### src/rtl/match_log_pkg.sv
// Shared types and helpers for the match logger: FIFO entry layout and match-length decode.
package match_log_pkg;

    localparam int DATA_W     = 32;
    localparam int LEN_W      = 3;
    localparam int LOG_DROP_W = 8;

    typedef struct packed {
        logic [LEN_W-1:0]  len;
        logic [DATA_W-1:0] word;
    } match_entry_t;

    // Length is the position of the most significant non-zero byte.
    function automatic logic [LEN_W-1:0] match_len(input logic [DATA_W-1:0] word);
        if (word[31:24] != 8'h00) begin
            return 3'd4;
        end else if (word[23:16] != 8'h00) begin
            return 3'd3;
        end else if (word[15:8] != 8'h00) begin
            return 3'd2;
        end
        return 3'd1;
    endfunction

endpackage

### src/rtl/match_log_fifo.sv
// Show-ahead FIFO of match entries; head is read combinationally from storage, zero when empty.
module match_log_fifo
    import match_log_pkg::*;
#(
    parameter int DEPTH = 8
) (
    input  logic                     clock,
    input  logic                     reset_n,
    input  logic                     clr,
    input  logic                     push,
    input  logic                     pop,
    input  match_entry_t             wr_entry,
    output match_entry_t             head,
    output logic                     full,
    output logic                     empty,
    output logic [$clog2(DEPTH):0]   level
);

    localparam int AW = $clog2(DEPTH);
    localparam int PW = AW + 1;

    match_entry_t  mem [DEPTH];
    logic [PW-1:0] wr_ptr;
    logic [PW-1:0] rd_ptr;
    logic          do_push;
    logic          do_pop;

    // Extra pointer MSB separates the full and empty cases once the pointers wrap.
    assign empty   = (wr_ptr == rd_ptr);
    assign full    = (wr_ptr[AW] != rd_ptr[AW]) && (wr_ptr[AW-1:0] == rd_ptr[AW-1:0]);
    assign do_pop  = pop & ~empty;
    assign do_push = push & (~full | do_pop);

    always_ff @(posedge clock or negedge reset_n) begin
        if (!reset_n) begin
            wr_ptr <= '0;
            rd_ptr <= '0;
            level  <= '0;
        end else if (clr) begin
            wr_ptr <= '0;
            rd_ptr <= '0;
            level  <= '0;
        end else begin
            if (do_push) begin
                wr_ptr <= wr_ptr + PW'(1);
            end
            if (do_pop) begin
                rd_ptr <= rd_ptr + PW'(1);
            end
            if (do_push && !do_pop) begin
                level <= level + PW'(1);
            end else if (do_pop && !do_push) begin
                level <= level - PW'(1);
            end
        end
    end

    // Storage carries data only and is never reset; a full-with-pop push reuses the slot being freed.
    always_ff @(posedge clock) begin
        if (do_push && !clr) begin
            mem[wr_ptr[AW-1:0]] <= wr_entry;
        end
    end

    always_comb begin
        head = '0;
        if (!empty) begin
            head = mem[rd_ptr[AW-1:0]];
        end
    end

endmodule

### src/rtl/match_logger.sv
// Captures non-zero matcher results into a FIFO with match/drop statistics.
// Optional MATCH_LOG_DEDUP_EN discards captures equal to the last accepted word.
module match_logger
    import match_log_pkg::*;
#(
    parameter int DEPTH = 8,
    parameter int CNT_W = 16
) (
    input  logic                    clock,
    input  logic                    reset_n,
    input  logic [DATA_W-1:0]       Found,
    input  logic                    clr,
    output logic                    out_valid,
    input  logic                    out_ready,
    output logic [DATA_W-1:0]       out_word,
    output logic [LEN_W-1:0]        out_len,
    output logic [$clog2(DEPTH):0]  level,
    output logic [CNT_W-1:0]        match_count,
    output logic [LOG_DROP_W-1:0]   drop_count,
    output logic                    overflow
);

    function automatic logic [CNT_W-1:0] sat_inc_match(input logic [CNT_W-1:0] v);
        return (&v) ? v : v + CNT_W'(1);
    endfunction

    function automatic logic [LOG_DROP_W-1:0] sat_inc_drop(input logic [LOG_DROP_W-1:0] v);
        return (&v) ? v : v + LOG_DROP_W'(1);
    endfunction

    logic         cap;
    logic         push;
    logic         pop;
    logic         drop;
    logic         full;
    logic         empty;
    match_entry_t wr_entry;
    match_entry_t head;

`ifdef MATCH_LOG_DEDUP_EN
    logic [DATA_W-1:0] last_word;

    // Zero never equals a real capture, so the cleared register cannot suppress one.
    always_ff @(posedge clock or negedge reset_n) begin
        if (!reset_n) begin
            last_word <= '0;
        end else if (clr) begin
            last_word <= '0;
        end else if (push) begin
            last_word <= Found;
        end
    end

    assign cap = (Found != '0) && (Found != last_word);
`else
    assign cap = (Found != '0);
`endif

    assign out_valid = ~empty;
    assign pop       = out_valid & out_ready;
    assign push      = cap & (~full | pop);
    assign drop      = cap & full & ~pop;
    assign wr_entry  = '{len: match_len(Found), word: Found};
    assign out_word  = head.word;
    assign out_len   = head.len;

    match_log_fifo #(
        .DEPTH (DEPTH)
    ) u_fifo (
        .clock    (clock),
        .reset_n  (reset_n),
        .clr      (clr),
        .push     (push),
        .pop      (pop),
        .wr_entry (wr_entry),
        .head     (head),
        .full     (full),
        .empty    (empty),
        .level    (level)
    );

    always_ff @(posedge clock or negedge reset_n) begin
        if (!reset_n) begin
            match_count <= '0;
            drop_count  <= '0;
            overflow    <= 1'b0;
        end else if (clr) begin
            match_count <= '0;
            drop_count  <= '0;
            overflow    <= 1'b0;
        end else begin
            if (push) begin
                match_count <= sat_inc_match(match_count);
            end
            if (drop) begin
                drop_count <= sat_inc_drop(drop_count);
                overflow   <= 1'b1;
            end
        end
    end

endmodule
### config.mk
export PLATFORM = sky130hd
export DESIGN_NAME = match_logger
export DESIGN_NICKNAME = d
export VERILOG_FILES = /design/src/rtl/match_log_pkg.sv /design/src/rtl/match_log_fifo.sv /design/src/rtl/match_logger.sv
export SDC_FILE = /design/constraint.sdc
export NUM_CORES = 1
export LEC_CHECK = 0
export CORE_MARGIN = 2
export CORE_UTILIZATION = 65
export CTS_BUF_LIST = sky130_fd_sc_hd__clkbuf_2
export DETAILED_ROUTE_END_ITERATION = 6
export PLACE_DENSITY = 0.88
export SYNTH_ARGS = -nofsm -noshare
export SYNTH_HDL_FRONTEND = slang
export SYNTH_SLANG_ARGS = --single-unit
### constraint.sdc
create_clock -name clock -period 10.6 [get_ports clock]
set_input_delay 2.12 -clock clock [delete_from_list [all_inputs] [get_ports clock]]
set_output_delay 2.12 -clock clock [all_outputs]
set_load 0.02 [all_outputs]
==> flow_metrics.env <==
export IMPL_run_status="finished clean"
export IMPL_drc=0
export IMPL_syn_inst=708
export IMPL_yosys_warnings=0
export IMPL_hold_class="flop to flop"
export IMPL_hold_viol=0
export IMPL_fmax_mhz=165
export IMPL_cp_data_arrival_time_ns=3.93
export IMPL_clk_pin_slew_worst_paths_ns=0.10
export IMPL_ios=101
export IMPL_grt_pass1_vias=7693
export IMPL_cts_root_buffer="clkbuf_2"
export IMPL_area_growth_pct=15.1
export IMPL_clk_path_buf_depth=3
export IMPL_startpoint_type="flop"
export IMPL_preCtsSetupSlack_ns=4.92
export IMPL_cts_resized=0
export IMPL_cts_sinks=317
export IMPL_grt_ovfl_total=0
export IMPL_ys_seq_elements=317
export IMPL_worstMarginPinSlew_ns=1.26
export IMPL_yosysUniqueCellTypes=49
export IMPL_hpwl_microns=15500
export IMPL_path_max_fanout=50
export IMPL_cts_tree="built"
export IMPL_hold_path_cell_count=2
export IMPL_holdCritStartpoint="overflow"
export IMPL_r2r_cells=6
export IMPL_syn_num_nets=751
export IMPL_viasPerCell=6.25
export IMPL_coreArea_sq_um=19500
export IMPL_num_fill_cells=1100
export IMPL_io_buffers=100
export IMPL_grt_max_degree=74
export IMPL_p_per_area_nw_per_um2=184
export IMPL_grt_pass1_wl_microns=41500
export IMPL_critical_path_class="flop to output port"
export IMPL_worstSetupEndpointType="output port"
export IMPL_cts_buffers=73
export IMPL_power_leakage_uw=0.00493
export IMPL_gp_congestion=0.850
export IMPL_rsz0062_at_grt="false"
export IMPL_ys_seq_area_frac=0.718
export IMPL_vias=7354
export IMPL_die_x_microns=145
export IMPL_drive_gt1_frac=0.254
export IMPL_synthArstFlopShare=0.117
export IMPL_nets=902
export IMPL_clk_latency_ns=0.80
export IMPL_postLayoutSetupSlackWorst_ns=4.55
export IMPL_grt_usage=0.257
export IMPL_drt_iter0_markers=604
export IMPL_maxSlewViolCount=0
export IMPL_die_h_microns=145
export IMPL_maxSlewHeadroom=0.159
export IMPL_synth_flop_cell="edfxtp_1"
export IMPL_crit_start="u_fifo.rd_ptr[0]"
export IMPL_syn_area_per_cell_sq_um=18.4
export IMPL_drt_first_pass_iters=5
export IMPL_rows=51
export IMPL_die_area_sq_um=21200
export IMPL_drv_cap=0
export IMPL_setup_violations=0
export IMPL_r2r_start="u_fifo.rd_ptr[0]"
export IMPL_finClkSkew_ns=0.0506
export IMPL_post_drt_wl_per_cell_microns=22.7
export IMPL_netlist_area_sq_um=13000
export IMPL_cts_htree_levels=3
export IMPL_timing_final_crit_share=0.571
export IMPL_antenna_left=0
export IMPL_ir_drop_mv=0.0749
export IMPL_synth_edf_count=280
export IMPL_start_util=0.666
export IMPL_required_ns=8.48
export IMPL_period_needed_ns=6.05
export IMPL_tns_ns=0
export IMPL_antenna_found_initial=1
export IMPL_holdBufCountCts=0
export IMPL_wl_microns=26700
export IMPL_cts_setup_buffers=0
## routing by layer
layer / vias to the layer above / track usage / share of wire
li1: 3213 / - / -
met1: 3726 / 0.332 / 0.39
met2: 372 / 0.435 / 0.52
met3: 43 / 0.0577 / 0.072
met4: 0 / 0.0926 / 0.019
met5: - / 0 / 0
## final timing paths
check	to	slack, ns
worst max-delay path	out_word[25]	4.55
worst max register to register	u_fifo.mem[3][0]	7.09
worst min register to register	overflow	0.53
max in group asynchronous	overflow	8.49
min in group asynchronous	match_count[14]	1.73
worst min-delay path	overflow	0.53
## placed cells by master, fill, tap and decap left out, types with 3 or more instances in the layout
cell and n:
nor4_2 3, clkbuf_2 108, or4_1 16, xnor2_1 3, o31ai_1 13, nand2_1 15
clkinv_2 4, edfxtp_1 280, mux2_2 6, inv_1 10, xor2_1 3, ha_1 6
o21ai_0 8, o41ai_1 3, nor4_1 9, nand3b_1 3, clkinv_1 8, nor3_1 4
mux4_2 70, a21oi_1 24, buf_4 16, nand4_1 8, mux2i_1 36, nand3_1 11
nor2b_1 7, inv_2 4, clkdlybuf4s50_1 100, dfrtp_1 34, nor2_1 56, or3_1 7
## area by class of cell
type | instances | area, sq um | area share
antenna | 1 | 2.50 | 0.000167
clock buffer | 108 | 541 | 0.0361
clock inverter | 18 | 103 | 0.00686
inverter | 10 | 37.5 | 0.00251
multi-input combinational | 341 | 3490 | 0.233
sequential | 317 | 9340 | 0.624
tap | 265 | 332 | 0.0222
timing repair buffer | 116 | 1120 | 0.0749
## kinds of logic after synthesis
group                      after synthesis  share of synthesized area
AOI/OAI and AO/OA                       59                     0.0314
xor gates and xnor gates                 9                    0.00952
adders and majority gates                7                    0.00731
buffers and inverters                   50                     0.0183
DFF                                    317                      0.718
muxes                                  112                      0.154
and+or+nand+nor                        154                     0.0619
## critical path, stage by stage (launching register included)
cell and delay (ns):
dfrtp_4 0.78, buf_4 0.87, mux4_2 0.63, mux2i_1 0.15
nor2_1 0.07, clkdlybuf4s50_1 0.61
## state kept, by name, summed over array words and instances (netlist names)
name	cells
drop_count	8
u_fifo.rd_ptr	4
overflow	1
u_fifo.wr_ptr	4
u_fifo.level	4
match_count	16
u_fifo.mem	280
## report_power, final
part | total, uW | internal, uW | leakage, uW | switching (uW)
Sequential | 1440 | 1400 | 0.00306 | 35.3
Clock | 745 | 295 | 0.000508 | 450
Combinational | 578 | 278 | 0.00137 | 300
## through the flow
stage	hold slack (ns)	power, uW	area (sq um)	utilization	std cells
CTS	0.544	2790	15000	0.766	1175
detailed placement	0.546	2040	14300	0.733	1049
floorplan	0.569	1820	13000	-	708
global placement	0.485	2020	14300	0.733	1049
global route	0.589	2880	15000	0.766	1176
finish	0.531	2760	15000	0.766	1176
## synth_stat cells (2+ instances only)
master    number  area, sq um
a21o_1         2         15.0
a21oi_1       24          120
a31oi_1        2         12.5
and3_1         3         18.8
buf_1          7         26.3
buf_2         13         65.1
buf_4          5         37.5
buf_6          2         22.5
clkbuf_1      13         48.8
dfrtp_1       37          926
edfxtp_1     280         8410
ha_1           6         75.1
inv_1         10         37.5
mux2_2         6         67.6
mux2i_1       36          360
mux4_2        70         1580
nand2_1       15         56.3
nand3_1       11         55.1
nand3b_1       3         22.5
nand4_1        8         50.1
nor2_1        57          214
nor2b_1        7         43.8
nor3_1         6         30.0
nor4_1        12         75.1
o21ai_0        8         40.0
o31ai_1       13         97.6
o41ai_1        3         26.3
or2_2          2         12.5
or3_1          7         43.8
or4_1         16          120
xnor2_1        3         26.3
xor2_1         3         26.3
xor2_4         2         55.1
No activity file was read; power rests on OpenSTA's default activity.
